===== config.mk =====
export PLATFORM = sky130hd
export DESIGN_NAME = div_unit
export DESIGN_NICKNAME = d
export VERILOG_FILES = /design/src/rtl/div_unit.sv
export SDC_FILE = /design/constraint.sdc
export NUM_CORES = 1
export LEC_CHECK = 0
export BUFFER_PORTS_ARGS = -buffer_cell sky130_fd_sc_hd__buf_2
export CAP_MARGIN = 30
export CELL_PAD_IN_SITES_DETAIL_PLACEMENT = 0
export CELL_PAD_IN_SITES_GLOBAL_PLACEMENT = 1
export CORE_UTILIZATION = 41
export CTS_CLUSTER_SIZE = 40
export DETAILED_ROUTE_END_ITERATION = 10
export PLACE_DENSITY = 0.84
export SLEW_MARGIN = 20
export SYNTH_ARGS = -nofsm -noshare
export SYNTH_HDL_FRONTEND = slang
export SYNTH_SLANG_ARGS = --single-unit

===== constraint.sdc =====
create_clock -name clk -period 6.6 [get_ports clk]
set_input_delay 0.99 -clock clk [delete_from_list [all_inputs] [get_ports clk]]
set_output_delay 0.99 -clock clk [all_outputs]
set_load 0.02 [all_outputs]

===== src/rtl/div_unit.sv =====
// Multi-cycle radix-2 restoring divider for DIV/DIVU in the ex stage.
// One quotient bit per cycle. The result is {remainder, quotient} for the HI/LO path.
module div_unit #(
   parameter int unsigned WIDTH = 32
) (
   input  logic                 clk,
   input  logic                 reset,
   input  logic                 signed_div,
   input  logic [WIDTH-1:0]     opdata1,
   input  logic [WIDTH-1:0]     opdata2,
   input  logic                 start,
   input  logic                 annul,
   output logic [2*WIDTH-1:0]   result,
   output logic                 ready
);

   localparam int unsigned CW = $clog2(WIDTH) + 1;

   typedef enum logic [1:0] {IDLE, BYZERO, ON, END} state_t;

   state_t           state;
   logic [CW-1:0]    cnt;
   logic [WIDTH-1:0] dividend;
   logic [WIDTH-1:0] divisor;
   logic [WIDTH-1:0] partial_rem;
   logic [WIDTH-1:0] quotient;
   logic             sign1;
   logic             sign2;
   logic             signed_l;

   logic [WIDTH-1:0] abs1;
   logic [WIDTH-1:0] abs2;
   logic [WIDTH:0]   trial;
   logic [WIDTH-1:0] quo_fix;
   logic [WIDTH-1:0] rem_fix;

   // Trial subtract is one bit wider than the remainder, so its MSB is the borrow.
   always_comb begin
      abs1    = (signed_div && opdata1[WIDTH-1]) ? WIDTH'(-opdata1) : opdata1;
      abs2    = (signed_div && opdata2[WIDTH-1]) ? WIDTH'(-opdata2) : opdata2;
      trial   = {partial_rem, dividend[WIDTH-1]} - {1'b0, divisor};
      quo_fix = (signed_l && (sign1 ^ sign2)) ? WIDTH'(-quotient) : quotient;
      rem_fix = (signed_l && sign1) ? WIDTH'(-partial_rem) : partial_rem;
   end

   always_ff @(posedge clk or posedge reset) begin
      if (reset) begin
         state       <= IDLE;
         cnt         <= '0;
         dividend    <= '0;
         divisor     <= '0;
         partial_rem <= '0;
         quotient    <= '0;
         sign1       <= 1'b0;
         sign2       <= 1'b0;
         signed_l    <= 1'b0;
         result      <= '0;
         ready       <= 1'b0;
      end else begin
         case (state)
            IDLE: begin
               ready  <= 1'b0;
               result <= '0;
               if (start && !annul) begin
                  dividend    <= abs1;
                  divisor     <= abs2;
                  partial_rem <= '0;
                  quotient    <= '0;
                  sign1       <= opdata1[WIDTH-1];
                  sign2       <= opdata2[WIDTH-1];
                  signed_l    <= signed_div;
                  cnt         <= '0;
                  state       <= (opdata2 == '0) ? BYZERO : ON;
               end
            end
            BYZERO: begin
               result <= '0;
               state  <= annul ? IDLE : END;
            end
            ON: begin
               if (annul) begin
                  state <= IDLE;
               end else if (cnt == CW'(WIDTH)) begin
                  result <= {rem_fix, quo_fix};
                  ready  <= 1'b1;
                  state  <= END;
               end else begin
                  // Keep the difference when no borrow, otherwise restore.
                  if (!trial[WIDTH]) begin
                     partial_rem <= trial[WIDTH-1:0];
                  end else begin
                     partial_rem <= {partial_rem[WIDTH-2:0], dividend[WIDTH-1]};
                  end
                  quotient <= {quotient[WIDTH-2:0], ~trial[WIDTH]};
                  dividend <= {dividend[WIDTH-2:0], 1'b0};
                  cnt      <= cnt + CW'(1);
               end
            end
            END: begin
               if (!start) begin
                  state  <= IDLE;
                  ready  <= 1'b0;
                  result <= '0;
               end else begin
                  ready <= 1'b1;
               end
            end
            default: state <= IDLE;
         endcase
      end
   end

endmodule


# Yosys cells after proc, flatten, opt, wreduce, memory -nomap -nowiden

Index checks and enable logic that the tools add are counted.

Register bits: 204
Input port bits: 69
Output and inout bits: 65

Add/subtract/negate cells: 6
Eq/ne operators: 10
Muxes and demuxes: 35
Bitwise logic cells: 2
Reduce and logical (&&, ||, !) cells: 16

Operators by type and width:

| cell                                                             | count |
|---|---|
| 32-bit 2-to-1 mux                                                | 13 |
| 64-bit 2-to-1 mux                                                | 3 |
| 32-bit one-hot mux with 2 select lines                           | 3 |
| 64-bit one-hot mux with 3 select lines                           | 1 |
| 32-bit negation                                                  | 4 |
| 33-bit by 32-bit subtractor with 33-bit output                   | 1 |
| 32-bit zero test                                                 | 1 |
| 6-bit 2-to-1 mux                                                 | 3 |
| 2-bit 2-to-1 mux                                                 | 6 |
| 6-bit one-hot mux with 2 select lines                            | 1 |
| 2-bit != test (second input constant)                            | 5 |
| 3-bit AND reduction                                              | 3 |
| 2-bit one-hot mux with 4 select lines                            | 1 |
| 6-bit by 1-bit adder with 6-bit output (second input constant)   | 1 |
| 6-bit == test (second input constant)                            | 1 |
| 1-bit logical AND                                                | 5 |
| 2-bit == test (second input constant)                            | 2 |
| 4-bit AND reduction                                              | 1 |
| 1-bit 2-to-1 mux                                                 | 3 |
| 3-bit != test (second input constant)                            | 1 |
| 1-bit one-hot mux with 3 select lines                            | 1 |
| 3-bit nonzero test                                               | 1 |
| 2-bit by 1-bit == test with 1-bit output (second input constant) | 1 |
| 2-bit zero test                                                  | 1 |
| 6 further kinds                                                  | 6 |

# Depth between registers and ports, before layout

Depth in word-level cells: 6
Depth in mapped cells: 13
Gate-level depth less buffers: 12

# Worst setup path after synthesis

OpenSTA, ideal clock, no wires.

Path type: in2reg
Start point: input port opdata1[10]
End point: register dividend[29]
Library setup time: 0.135 ns
Data arrival time: 2.919 ns
Required time: 6.465 ns
Slack: 3.546 ns
Cell stages on the path: 9
Buffers on the path: 0
Cells stage by stage: or4_1 or3_4 nor3_4 nand2_1 o41ai_2 and2_1 nand2_1 xnor2_1 o21ai_0

Cells in the longest elaborated chain, start to end: 4

Ends and longest elaborated chain:

| element                                | RTL line | RTL |
|---|---|---|
| from (decl)                            | 9        | `input logic [WIDTH-1:0] opdata1,` |
| 32-bit negation                        | 39       | `abs1 = (signed_div && opdata1[WIDTH-1]) ? WIDTH'(-opdata1) : opdata1;` |
| 32-bit 2-to-1 mux                      | 39       |  |
| 32-bit 2-to-1 mux                      | 64       | `if (start && !annul) begin` |
| 32-bit one-hot mux with 2 select lines | 60       | `case (state)` |
| to (signal assigned)                   | 65       | `dividend <= abs1;` |
| to (signal assigned)                   | 95       | `dividend <= {dividend[WIDTH-2:0], 1'b0};` |
| to (decl)                              | 23       | `logic [WIDTH-1:0] dividend;` |

No other way between the ends. The select of a mux whose other input is x is not followed.
A chain may end at the register's enable or synchronous reset.

# Final worst setup path

Start point: register dividend[31]
End point: register partial_rem[29]

Cells in the longest elaborated chain, start to end: 5

Ends and longest elaborated chain:

| element                                        | RTL line | RTL |
|---|---|---|
| 33-bit by 32-bit subtractor with 33-bit output | 41       | `trial = {partial_rem, dividend[WIDTH-1]} - {1'b0, divisor};` |
| 32-bit 2-to-1 mux                              | 89       | `if (!trial[WIDTH]) begin` |
| 32-bit 2-to-1 mux                              | 83       | `end else if (cnt == CW'(WIDTH)) begin` |
| 32-bit 2-to-1 mux                              | 81       | `if (annul) begin` |
| 32-bit one-hot mux with 2 select lines         | 60       |  |
| to (signal assigned)                           | 90       | `partial_rem <= trial[WIDTH-1:0];` |
| to (signal assigned)                           | 92       | `partial_rem <= {partial_rem[WIDTH-2:0], dividend[WIDTH-1]};` |
| to (decl)                                      | 25       | `logic [WIDTH-1:0] partial_rem;` |

No other way between the ends. The select of a mux whose other input is x is not followed.

==> results.sh <==
export IMPL_ys_ff_latch=204
export IMPL_holdWs_ns=0.358
export IMPL_period_minus_slack_ns=3.65
export IMPL_cts_tree="built"
export IMPL_clkTransAtPathRegs_ns=0.06
export IMPL_htreeDepth=1
export IMPL_drive_above_1_share_pct=14.1
export IMPL_insertedDiodeCount=0
export IMPL_worst_slew_pin_slew_ns=0.889
export IMPL_dieArea_mm2=0.0311
export IMPL_peakVddDrop_v=0.000211
export IMPL_synth_area_mm2=0.0125
export IMPL_clock_sinks=204
export IMPL_drcViolationCount=0
export IMPL_synthCells=1448
export IMPL_drt_initial_drc_count=770
export IMPL_ys_types=72
export IMPL_p_sw_mw=3.54
export IMPL_dp_hpwl_um=22600
export IMPL_cts_buffer_depth=3
export IMPL_grt_pass1_vias=10000
export IMPL_ys_seq_area_share_pct=40.9
export IMPL_arrival_ns=4.04
export IMPL_dr_pass1_iters=7
export IMPL_fill_cells=2905
export IMPL_initial_core_util_pct=41.9
export IMPL_rr_endpoint="partial_rem[29]"
export IMPL_fin_worst_skew_ns=0.0133
export IMPL_clock_fmax_mhz=274
export IMPL_die_h_um=176
export IMPL_io_buffer_count=133
export IMPL_cts_root_buf="clkbuf_16"
export IMPL_p_per_area_mw_per_mm2=532
export IMPL_status="finished clean"
export IMPL_grt_start_max_net_pins=89
export IMPL_hold_viol_final=0
export IMPL_crit_path_end_kind="flop"
export IMPL_leakage_nw=6.55
export IMPL_fin_nets=1652
export IMPL_synth_edf_count=0
export IMPL_max_slew_margin_pct=40.8
export IMPL_rr_worst_depth=13
export IMPL_wire_per_inst_um=16.3
export IMPL_synthArstFlopShare_pct=100
export IMPL_post_cts_buffers=0
export IMPL_worstSetupPathType="flop to flop"
export IMPL_rsz0062_at_grt="false"
export IMPL_ys_flop_type="dfrtp_1"
export IMPL_die_x_um=176
export IMPL_clk_latency_ns=0.52
export IMPL_routed_wl_um=31800
export IMPL_syn_nets=1560
export IMPL_crit_path_max_fanout=30
export IMPL_setup_viol=0
export IMPL_ys_warn_count=0
export IMPL_swShare_pct=46.6
export IMPL_rows=63
export IMPL_crit_required_ns=6.99
export IMPL_drv_cap=0
export IMPL_ant_nets=0
export IMPL_io_pins=134
export IMPL_drv_slew=0
export IMPL_r2r_start="dividend[31]"
export IMPL_gp_congestion=0.907
export IMPL_syn_to_final_growth_pct=14.5
export IMPL_finalCritPeriodShare_pct=55.3
export IMPL_power_frac_clock_pct=16.6
export IMPL_p_int_mw=4.06
export IMPL_post_cts_resized=0
export IMPL_hp_class="primary input to asynchronous set/reset pin"
export IMPL_power_frac_seq_pct=28.8
export IMPL_syn_area_per_cell_um2=8.62
export IMPL_overflow=0
export IMPL_ctsHoldBuffers=0
export IMPL_track_usage_pct=20.6
export IMPL_core_mm2=0.0298
export IMPL_cts_buffers=23
export IMPL_grt_pass1_wl_um=52400
export IMPL_power_frac_comb_pct=54.6
export IMPL_viasPerCell=5.53
export IMPL_startpoint_type="flop"
export IMPL_antenna_found_initial=0
export IMPL_num_vias=10800
export IMPL_tns_ns=0
export IMPL_r2r_slack_ns=2.95
[power groups by stage]
stage / clock [mW] / combinational (mW) / sequential, mW
after floorplan: 0 / 2.95 / 2.26
after CTS: 1.29 / 4.12 / 2.18
after global routing: 1.35 / 4.63 / 2.25
after detailed placement: 0 / 4.10 / 2.20
final: 1.27 / 4.15 / 2.18
after global placement: 0 / 4.06 / 2.18
[worst max-delay path, stage by stage (launching register included)]
cell and delay (ns):
dfrtp_1 0.36, inv_1 0.05, ha_1 0.22, fa_1 0.40
nor2b_1 0.21, o31ai_1 0.11, a21oi_1 0.21, a31oi_1 0.21
o2111ai_1 0.33, o211ai_2 0.22, xor2_4 0.53, buf_4 0.42
nand3_1 0.11, o311ai_0 0.14
[synth_stat cells, drive strengths merged (9+ instances only)]
cell type  number  area (µm²)
a21o           20         150
a21oi          79         395
a22oi          26         195
a31oi          13        81.3
and3            9        56.3
buf             9        38.8
clkbuf         71         267
dfrtp         204        5100
ha             42         526
inv            59         221
nand2         213         800
nand2b         12        82.6
nand3         101         505
nand4           9        56.3
nor2           65         244
nor3           28         173
nor4           13         118
o21ai         173         866
o311ai         22         193
o31ai          22         165
o41ai          14         149
or4            12        93.8
xnor2          78         683
xor2           71         622
[cells in the final DEF, fill, tap and decap left out, types with 6 or more instances in the layout]
cell / count
o21ai_0: 171
or4_1: 11
ha_1: 42
o41ai_1: 12
xnor2_1: 78
nand2_1: 212
a21o_1: 20
clkbuf_8: 6
buf_4: 11
inv_1: 58
o311ai_0: 20
xor2_1: 70
dfrtp_1: 204
nor4_1: 10
nor2_1: 64
buf_2: 133
and3_1: 9
or3_1: 6
o31ai_1: 22
nor2b_1: 6
nand2b_1: 11
a21oi_1: 79
a22oi_1: 26
nand3_1: 101
a31oi_1: 13
and2_1: 7
or2_2: 6
nand4_1: 9
clkbuf_16: 23
nor3_1: 24
[final cells by class]
cell class	instances	area [µm²]	area share, %
clock buffers	32	669	4.68
clock inverters	9	80.1	0.560
inverters	59	229	1.60
multi-input cells	1105	6900	48.3
flip-flops and latches	204	5100	35.7
well taps	390	488	3.41
repair buffers	147	818	5.73
[worst max path at each step]
stage,from,end,slack (ns),cells past startpoint
2_1_floorplan,reset,cnt[0],0.04,1
3_3_place_gp,start,dividend[2],2.91,8
3_5_place_dp,state[0],dividend[3],2.89,7
4_1_cts,state[0],dividend[13],2.87,8
5_1_grt,dividend[31],partial_rem[19],2.63,13
6_report,dividend[31],partial_rem[29],2.95,13
[state kept, by name, indices dropped and copies added, names as in the netlist, 2 cells and up]
name,count
divisor,32
state,2
result,64
cnt,6
quotient,32
dividend,32
partial_rem,32
[cells by family (layout without fill, tap and decap cells)]
logic type	Yosys count	after routing	share of synthesized area [%]
simple gates	505	505	19.7
compound gates	404	404	20.0
flops	204	204	40.9
xor+xnor	149	149	10.5
buf+inv	139	247	4.22
fa+ha+maj	43	43	4.37
mux	4	4	0.351
[routing by layer]
| metal | track usage (%) | wire, µm | share of wire [%] | vias up |
|---|---|---|---|---|
| li1 | - | - | - | 5327 |
| met2 | 30.5 | 13300 | 42 | 305 |
| met1 | 31.8 | 16200 | 51 | 5081 |
| met4 | 4.42 | 479 | 1.5 | 0 |
| met3 | 2.41 | 1850 | 5.8 | 39 |
| met5 | 0 | 0 | 0 | - |
[through the flow]
| step | util, % | total power [mW] | std cells | setup WS, ns | instance area [µm²] |
|---|---|---|---|---|---|
| 2_1_floorplan | - | 5.21 | 1448 | 0.0426 | 12500 |
| 4_1_cts | 47.9 | 7.60 | 1945 | 2.87 | 14300 |
| 5_1_grt | 48.0 | 8.23 | 1946 | 2.63 | 14300 |
| 3_5_place_dp | 45.4 | 6.30 | 1904 | 2.89 | 13500 |
| 6_report | 48.0 | 7.60 | 1946 | 2.95 | 14300 |
| 3_3_place_gp | 45.2 | 6.24 | 1901 | 2.91 | 13500 |
No activity file was read; power rests on OpenSTA's default activity.
